## src/rtl/button_conditioner_pkg.sv

```systemverilog
// Shared constants and state type for the RDID push-button conditioners.
package button_conditioner_pkg;

    localparam int unsigned CCLK_HZ          = 50_000_000;
    localparam int unsigned DEBOUNCE_DEFAULT = 65536;
    localparam int unsigned HOLD_DEFAULT     = 25_000_000;

    typedef enum logic [1:0] {
        ST_IDLE        = 2'd0,
        ST_PRESS_CHK   = 2'd1,
        ST_PRESSED     = 2'd2,
        ST_RELEASE_CHK = 2'd3
    } btn_state_e;

    function automatic int unsigned max_u(input int unsigned a, input int unsigned b);
        return (a > b) ? a : b;
    endfunction

endpackage

```

## src/rtl/button_conditioner_if.sv

```systemverilog
// Raw button in, conditioned level and event pulses out.
interface button_conditioner_if;

    logic btn_raw;
    logic btn_level;
    logic press_pulse;
    logic release_pulse;
    logic long_pulse;

    modport slave (
        input  btn_raw,
        output btn_level,
        output press_pulse,
        output release_pulse,
        output long_pulse
    );

    modport master (
        output btn_raw,
        input  btn_level,
        input  press_pulse,
        input  release_pulse,
        input  long_pulse
    );

endinterface

```

## src/rtl/button_conditioner_sync_2ff.sv

```systemverilog
// 1-bit two-flop synchronizer with asynchronous active-low reset.
module sync_2ff (
    input  logic clk_i,
    input  logic rst_ni,
    input  logic d_i,
    output logic q_o
);

    logic meta_q;
    logic sync_q;

    always_ff @(posedge clk_i or negedge rst_ni) begin
        if (!rst_ni) begin
            meta_q <= 1'b0;
            sync_q <= 1'b0;
        end else begin
            meta_q <= d_i;
            sync_q <= meta_q;
        end
    end

    assign q_o = sync_q;

endmodule

```

## src/rtl/button_conditioner.sv

```systemverilog
// Debounces one raw push button into a clean level plus press/release/long-press pulses.
module button_conditioner
    import button_conditioner_pkg::*;
#(
    parameter int unsigned DEBOUNCE_CYCLES = DEBOUNCE_DEFAULT,
    parameter int unsigned HOLD_CYCLES     = HOLD_DEFAULT,
    parameter int unsigned CNT_W           = $clog2(max_u(DEBOUNCE_CYCLES, HOLD_CYCLES) + 1)
) (
    input  logic                 CCLK,
    input  logic                 reset_n,
    button_conditioner_if.slave  btn
);

    localparam logic [CNT_W-1:0] DEB_LAST  = CNT_W'(DEBOUNCE_CYCLES - 1);
    localparam logic [CNT_W-1:0] HOLD_MAX  = CNT_W'(HOLD_CYCLES);
    localparam logic [CNT_W-1:0] HOLD_LAST = CNT_W'(HOLD_CYCLES - 1);

    logic             btn_sync;
    btn_state_e       state_q,   state_d;
    logic [CNT_W-1:0] dcnt_q,    dcnt_d;
    logic [CNT_W-1:0] hcnt_q,    hcnt_d;
    logic             level_q,   level_d;
    logic             press_q,   press_d;
    logic             release_q, release_d;
    logic             long_q,    long_d;

    sync_2ff u_sync (
        .clk_i  (CCLK),
        .rst_ni (reset_n),
        .d_i    (btn.btn_raw),
        .q_o    (btn_sync)
    );

    always_comb begin
        state_d   = state_q;
        dcnt_d    = dcnt_q;
        hcnt_d    = hcnt_q;
        level_d   = level_q;
        press_d   = 1'b0;
        release_d = 1'b0;
        long_d    = 1'b0;
        unique case (state_q)
            ST_IDLE: begin
                if (btn_sync) begin
                    state_d = ST_PRESS_CHK;
                    dcnt_d  = '0;
                end
            end
            ST_PRESS_CHK: begin
                if (!btn_sync) begin
                    state_d = ST_IDLE;
                    dcnt_d  = '0;
                end else if (dcnt_q == DEB_LAST) begin
                    state_d = ST_PRESSED;
                    dcnt_d  = '0;
                    hcnt_d  = '0;
                    level_d = 1'b1;
                    press_d = 1'b1;
                end else begin
                    dcnt_d = dcnt_q + CNT_W'(1);
                end
            end
            ST_PRESSED: begin
                if (!btn_sync) begin
                    state_d = ST_RELEASE_CHK;
                    dcnt_d  = '0;
                end else if (hcnt_q != HOLD_MAX) begin
                    // Saturating at HOLD_MAX makes long_pulse a once-per-press event.
                    hcnt_d = hcnt_q + CNT_W'(1);
                    long_d = (hcnt_q == HOLD_LAST);
                end
            end
            ST_RELEASE_CHK: begin
                if (btn_sync) begin
                    state_d = ST_PRESSED;
                    dcnt_d  = '0;
                end else if (dcnt_q == DEB_LAST) begin
                    state_d   = ST_IDLE;
                    dcnt_d    = '0;
                    hcnt_d    = '0;
                    level_d   = 1'b0;
                    release_d = 1'b1;
                end else begin
                    dcnt_d = dcnt_q + CNT_W'(1);
                end
            end
            default: state_d = ST_IDLE;
        endcase
    end

    always_ff @(posedge CCLK or negedge reset_n) begin
        if (!reset_n) begin
            state_q   <= ST_IDLE;
            dcnt_q    <= '0;
            hcnt_q    <= '0;
            level_q   <= 1'b0;
            press_q   <= 1'b0;
            release_q <= 1'b0;
            long_q    <= 1'b0;
        end else begin
            state_q   <= state_d;
            dcnt_q    <= dcnt_d;
            hcnt_q    <= hcnt_d;
            level_q   <= level_d;
            press_q   <= press_d;
            release_q <= release_d;
            long_q    <= long_d;
        end
    end

    assign btn.btn_level     = level_q;
    assign btn.press_pulse   = press_q;
    assign btn.release_pulse = release_q;
    assign btn.long_pulse    = long_q;

endmodule

```

## src/flat_wrapper.sv

```systemverilog
// flat-port wrapper written by rule: the top's interface ports become plain ports
module button_conditioner_flat import button_conditioner_pkg::*;
#(
    parameter int unsigned DEBOUNCE_CYCLES = DEBOUNCE_DEFAULT,
    parameter int unsigned HOLD_CYCLES     = HOLD_DEFAULT,
    parameter int unsigned CNT_W           = $clog2(max_u(DEBOUNCE_CYCLES, HOLD_CYCLES) + 1)
)
  (CCLK, reset_n, btn_btn_raw, btn_btn_level, btn_press_pulse, btn_release_pulse, btn_long_pulse);
  button_conditioner_if btn_i ();
  input  logic CCLK;
  input  logic reset_n;
  input wire logic [$bits(btn_i.btn_raw)-1:0] btn_btn_raw;
  output wire logic [$bits(btn_i.btn_level)-1:0] btn_btn_level;
  output wire logic [$bits(btn_i.press_pulse)-1:0] btn_press_pulse;
  output wire logic [$bits(btn_i.release_pulse)-1:0] btn_release_pulse;
  output wire logic [$bits(btn_i.long_pulse)-1:0] btn_long_pulse;
  assign btn_i.btn_raw = btn_btn_raw;
  assign btn_btn_level = btn_i.btn_level;
  assign btn_press_pulse = btn_i.press_pulse;
  assign btn_release_pulse = btn_i.release_pulse;
  assign btn_long_pulse = btn_i.long_pulse;
  button_conditioner #(.DEBOUNCE_CYCLES(DEBOUNCE_CYCLES), .HOLD_CYCLES(HOLD_CYCLES), .CNT_W(CNT_W)) u_core (.CCLK(CCLK), .reset_n(reset_n), .btn(btn_i));
endmodule
```

## config.mk

```make
export PLATFORM = sky130hd
export DESIGN_NAME = button_conditioner_flat
export DESIGN_NICKNAME = d
export VERILOG_FILES = /design/src/rtl/button_conditioner_pkg.sv /design/src/rtl/button_conditioner_if.sv /design/src/rtl/button_conditioner_sync_2ff.sv /design/src/rtl/button_conditioner.sv /design/src/flat_wrapper.sv
export SDC_FILE = /design/constraint.sdc
export NUM_CORES = 1
export LEC_CHECK = 0
export CAP_MARGIN = 30
export CORE_MARGIN = 2
export CORE_UTILIZATION = 56
export DETAILED_ROUTE_END_ITERATION = 10
export HOLD_SLACK_MARGIN = 0.06
export PLACE_DENSITY_LB_ADDON = 0.12
export SYNTH_ARGS = -nofsm -noshare
export SYNTH_HDL_FRONTEND = slang
export SYNTH_HIERARCHICAL = 1
export SYNTH_SLANG_ARGS = --single-unit
```

## constraint.sdc

```tcl
create_clock -name CCLK -period 2.28 [get_ports CCLK]
set_input_delay 0.456 -clock CCLK [delete_from_list [all_inputs] [get_ports CCLK]]
set_output_delay 0.456 -clock CCLK [all_outputs]
set_load 0.02 [all_outputs]
```

==> results.toml <==
[run_status]
status = "complete, but fails checks"
violations = "setup timing"

[sta]
fin_hold_ws_ns = 0.06198
max_freq_mhz = 431.1
fin_ws_ns = -0.03948
maxSlewViolCount = 0
fin_crit_ns = 2.319
relSlewSlack = 0.6430
worst_slew_pin_slew_ns = 0.5355
finalSetupViolCount = 10
hold_viol_final = 0
fin_tns_setup_ns = -0.1864
rsz0062_at_grt = "yes"
skew_ns = 0.01091
period_share = 1.017

[pwr]
peakVddDrop_mv = 0.2960
power_frac_clock = 0.422
p_int_mw = 1.483
seqPwrFrac = 0.533
power_density_nw_per_um2 = 498.0
p_sw_mw = 0.4868
switching_share = 0.2472
power_leakage_nw = 1.633
combPwrFrac = 0.045

[critical_path]
reg2reg_depth = 6
worstSetupPathType = "reg2reg"
crit_path_end_kind = "flip-flop"
crit_arrival_ns = 2.59
timing.rr.end = "u_core/hcnt_q[19]"
crit_fanout = 18
start_kind = "flip-flop"
r2r_start = "u_core/dcnt_q[21]"
crit_required_ns = 2.55
r2r_slack_ns = -0.04

[layout]
final_nets = 403
regArea_um2 = 1451
layout_commonest_cell = "dfrtp_1"
final_cell_mix = "dfrtp_1 (58), nand2_1 (39), buf_4 (36)"
multiInputGateArea_um2 = 1844
nFillCells = 426
drive_gt1_frac = 0.2264
antenna_cells = 0
syn_to_final_growth_pct = 21.58

[floorplanning]
die_h_um = 80.22
core.rowCount = 27
die_x_um = 80.22
ios = 7
core-area_um2 = 5574
initial_core_util = 0.5836
die_area_um2 = 6434

[drt]
drt-total-wl_um = 7992
dr_total_vias = 2973
drtIter0Drc = 232
drt_pass1_iterations = 4
ant_nets = 0
drc_errors = 0
wire_per_inst_um = 16.86
via_per_inst = 6.272

[yosys]
yosys_warnings = 6
synthArstFlopShare = 1.000
yosys.area.top_type_share = 0.4462
synth-edff-count = 0
avgSynthCellArea_um2 = 8.987
synth.distinct_cells = 42
ys_seq_elements = 58
synth_cells = 362
netlist_area_um2 = 3253
yosys.area.top_type = "dfrtp_1"
ys_seq_area_frac = 0.4462
syn-num-nets = 368
synth_flop_cell = "dfrtp_1"
synth_area_leaders = "dfrtp_1 (45%), nand2_1 (4.5%), a21oi_1 (4.2%), nand3_1 (3.8%), or4_1 (3.7%)"

[clock_tree]
cts_tree = "yes"
cts_hold_buf = 0
clk_latency_ns = 0.34
cts.htree.levels = 3
root_buffer = "clkbuf_8"
ctsLongestPathBuffers = 2
clk_pin_slew_ns = 0.07
cts_buffers = 9
cts_sinks = 58

[placement]
place_ws_ns = -0.05329
dp.final_hpwl_um = 5366
gp_routability_congestion = 0.8616
io_buffer_count = 6

[hold_path]
min_path_type = "in2async"

[global_routing]
grtUsageTotal = 0.2640
grt_pass1_wl_um = 13220
antenna_found_initial = 0
grt_pass1_vias = 2883
grt_max_degree = 22
gr-total-overflow = 0

[flow_run]
cap_viol_max_count = 0
==> layout make-up <==
type | count | area share
Multi-Input combinational cell | 275 | 0.4663
Sequential cell | 58 | 0.3670
Timing Repair Buffer | 44 | 0.09238
Clock buffer | 10 | 0.03480
Tap cell | 72 | 0.02278
Inverter | 9 | 0.008542
Clock inverter | 6 | 0.008225
==> sequential cells by signal (all words and copies together), names as in the netlist, named ones only <==
signal	count
u_core/btn.long_pulse	1
u_core/dcnt_q	25
u_core/btn.release_pulse	1
u_core/btn.btn_level	1
u_core/hcnt_q	25
u_core/u_sync/q_o	1
u_core/btn.press_pulse	1
u_core/u_sync/meta_q	1
u_core/state_q	1
==> power groups by stage <==
stage	registers, mW	clock network (mW)	logic, mW
after floorplan	1.07	0	0.0413
after global placement	1.07	0	0.0863
after detailed placement	1.07	0	0.0897
after CTS	1.05	0.850	0.0904
after global routing	1.05	0.891	0.101
final	1.05	0.831	0.0885
==> critical path, cell delays in order, from the launching register on <==
cell	delay (ns)
dfrtp_1	0.38
or4_4	0.56
nor4_4	0.33
a21oi_2	0.12
buf_12	0.17
or4_1	0.52
a21oi_2	0.15
==> cells by family after synthesis <==
logic type,count (synthesis),synth area share
flops,58,0.4462
xor+xnor,10,0.02692
simple gates,173,0.3069
buf+inv,29,0.03577
mux,4,0.01231
fa+ha+maj,3,0.01154
compound gates,85,0.1604
==> how the worst max path moves through the flow <==
stage | from | to | depth (start not counted)
after floorplan | u_core/dcnt_q[21] | u_core/hcnt_q[21] | 6
after global placement | u_core/dcnt_q[21] | u_core/hcnt_q[10] | 6
after detailed placement | u_core/dcnt_q[21] | u_core/hcnt_q[20] | 6
after CTS | u_core/dcnt_q[18] | u_core/hcnt_q[20] | 6
after global routing | u_core/dcnt_q[21] | u_core/hcnt_q[19] | 6
final | u_core/dcnt_q[21] | u_core/hcnt_q[19] | 6
==> timing repair <==
item,CTS,global route
pin swaps,2,12
gates cloned,1,0
gates resized for setup,1,30
endpoints found under the setup margin,13,19
buffers inserted,1,1
==> metal layers <==
| layer | part of all wire | global-route usage | up-vias |
|---|---|---|---|
| li1 | - | - | 1433 |
| met1 | 0.43 | 0.3384 | 1462 |
| met2 | 0.52 | 0.4375 | 66 |
| met3 | 0.037 | 0.03596 | 12 |
| met4 | 0.016 | 0.1305 | 0 |
| met5 | 0 | 0 | - |
==> per-stage QoR <==
step | power, mW | util | std cells | cell area (µm²)
2_1_floorplan | 1.109 | - | 362 | 3253
3_3_place_gp | 1.155 | 0.6471 | 455 | 3607
3_5_place_dp | 1.159 | 0.6485 | 456 | 3615
4_1_cts | 1.990 | 0.6878 | 474 | 3834
5_1_grt | 2.044 | 0.7095 | 474 | 3955
6_report | 1.970 | 0.7095 | 474 | 3955
==> synth_stat cells, drive strengths merged (3+ instances only) <==
master,instances
nand2b,6
nor4,9
xor2,6
ha,3
nand4,16
dfrtp,58
a21o,4
and3,5
or3,9
o21ai,17
nor2,16
nand2,39
a21oi,28
a31oi,13
and4,8
xnor2,4
nand3,25
nor4b,4
and2,4
clkbuf,19
mux2i,4
inv,9
o31ai,15
nor3,9
or4,17
(Power assumes the default switching activity.)
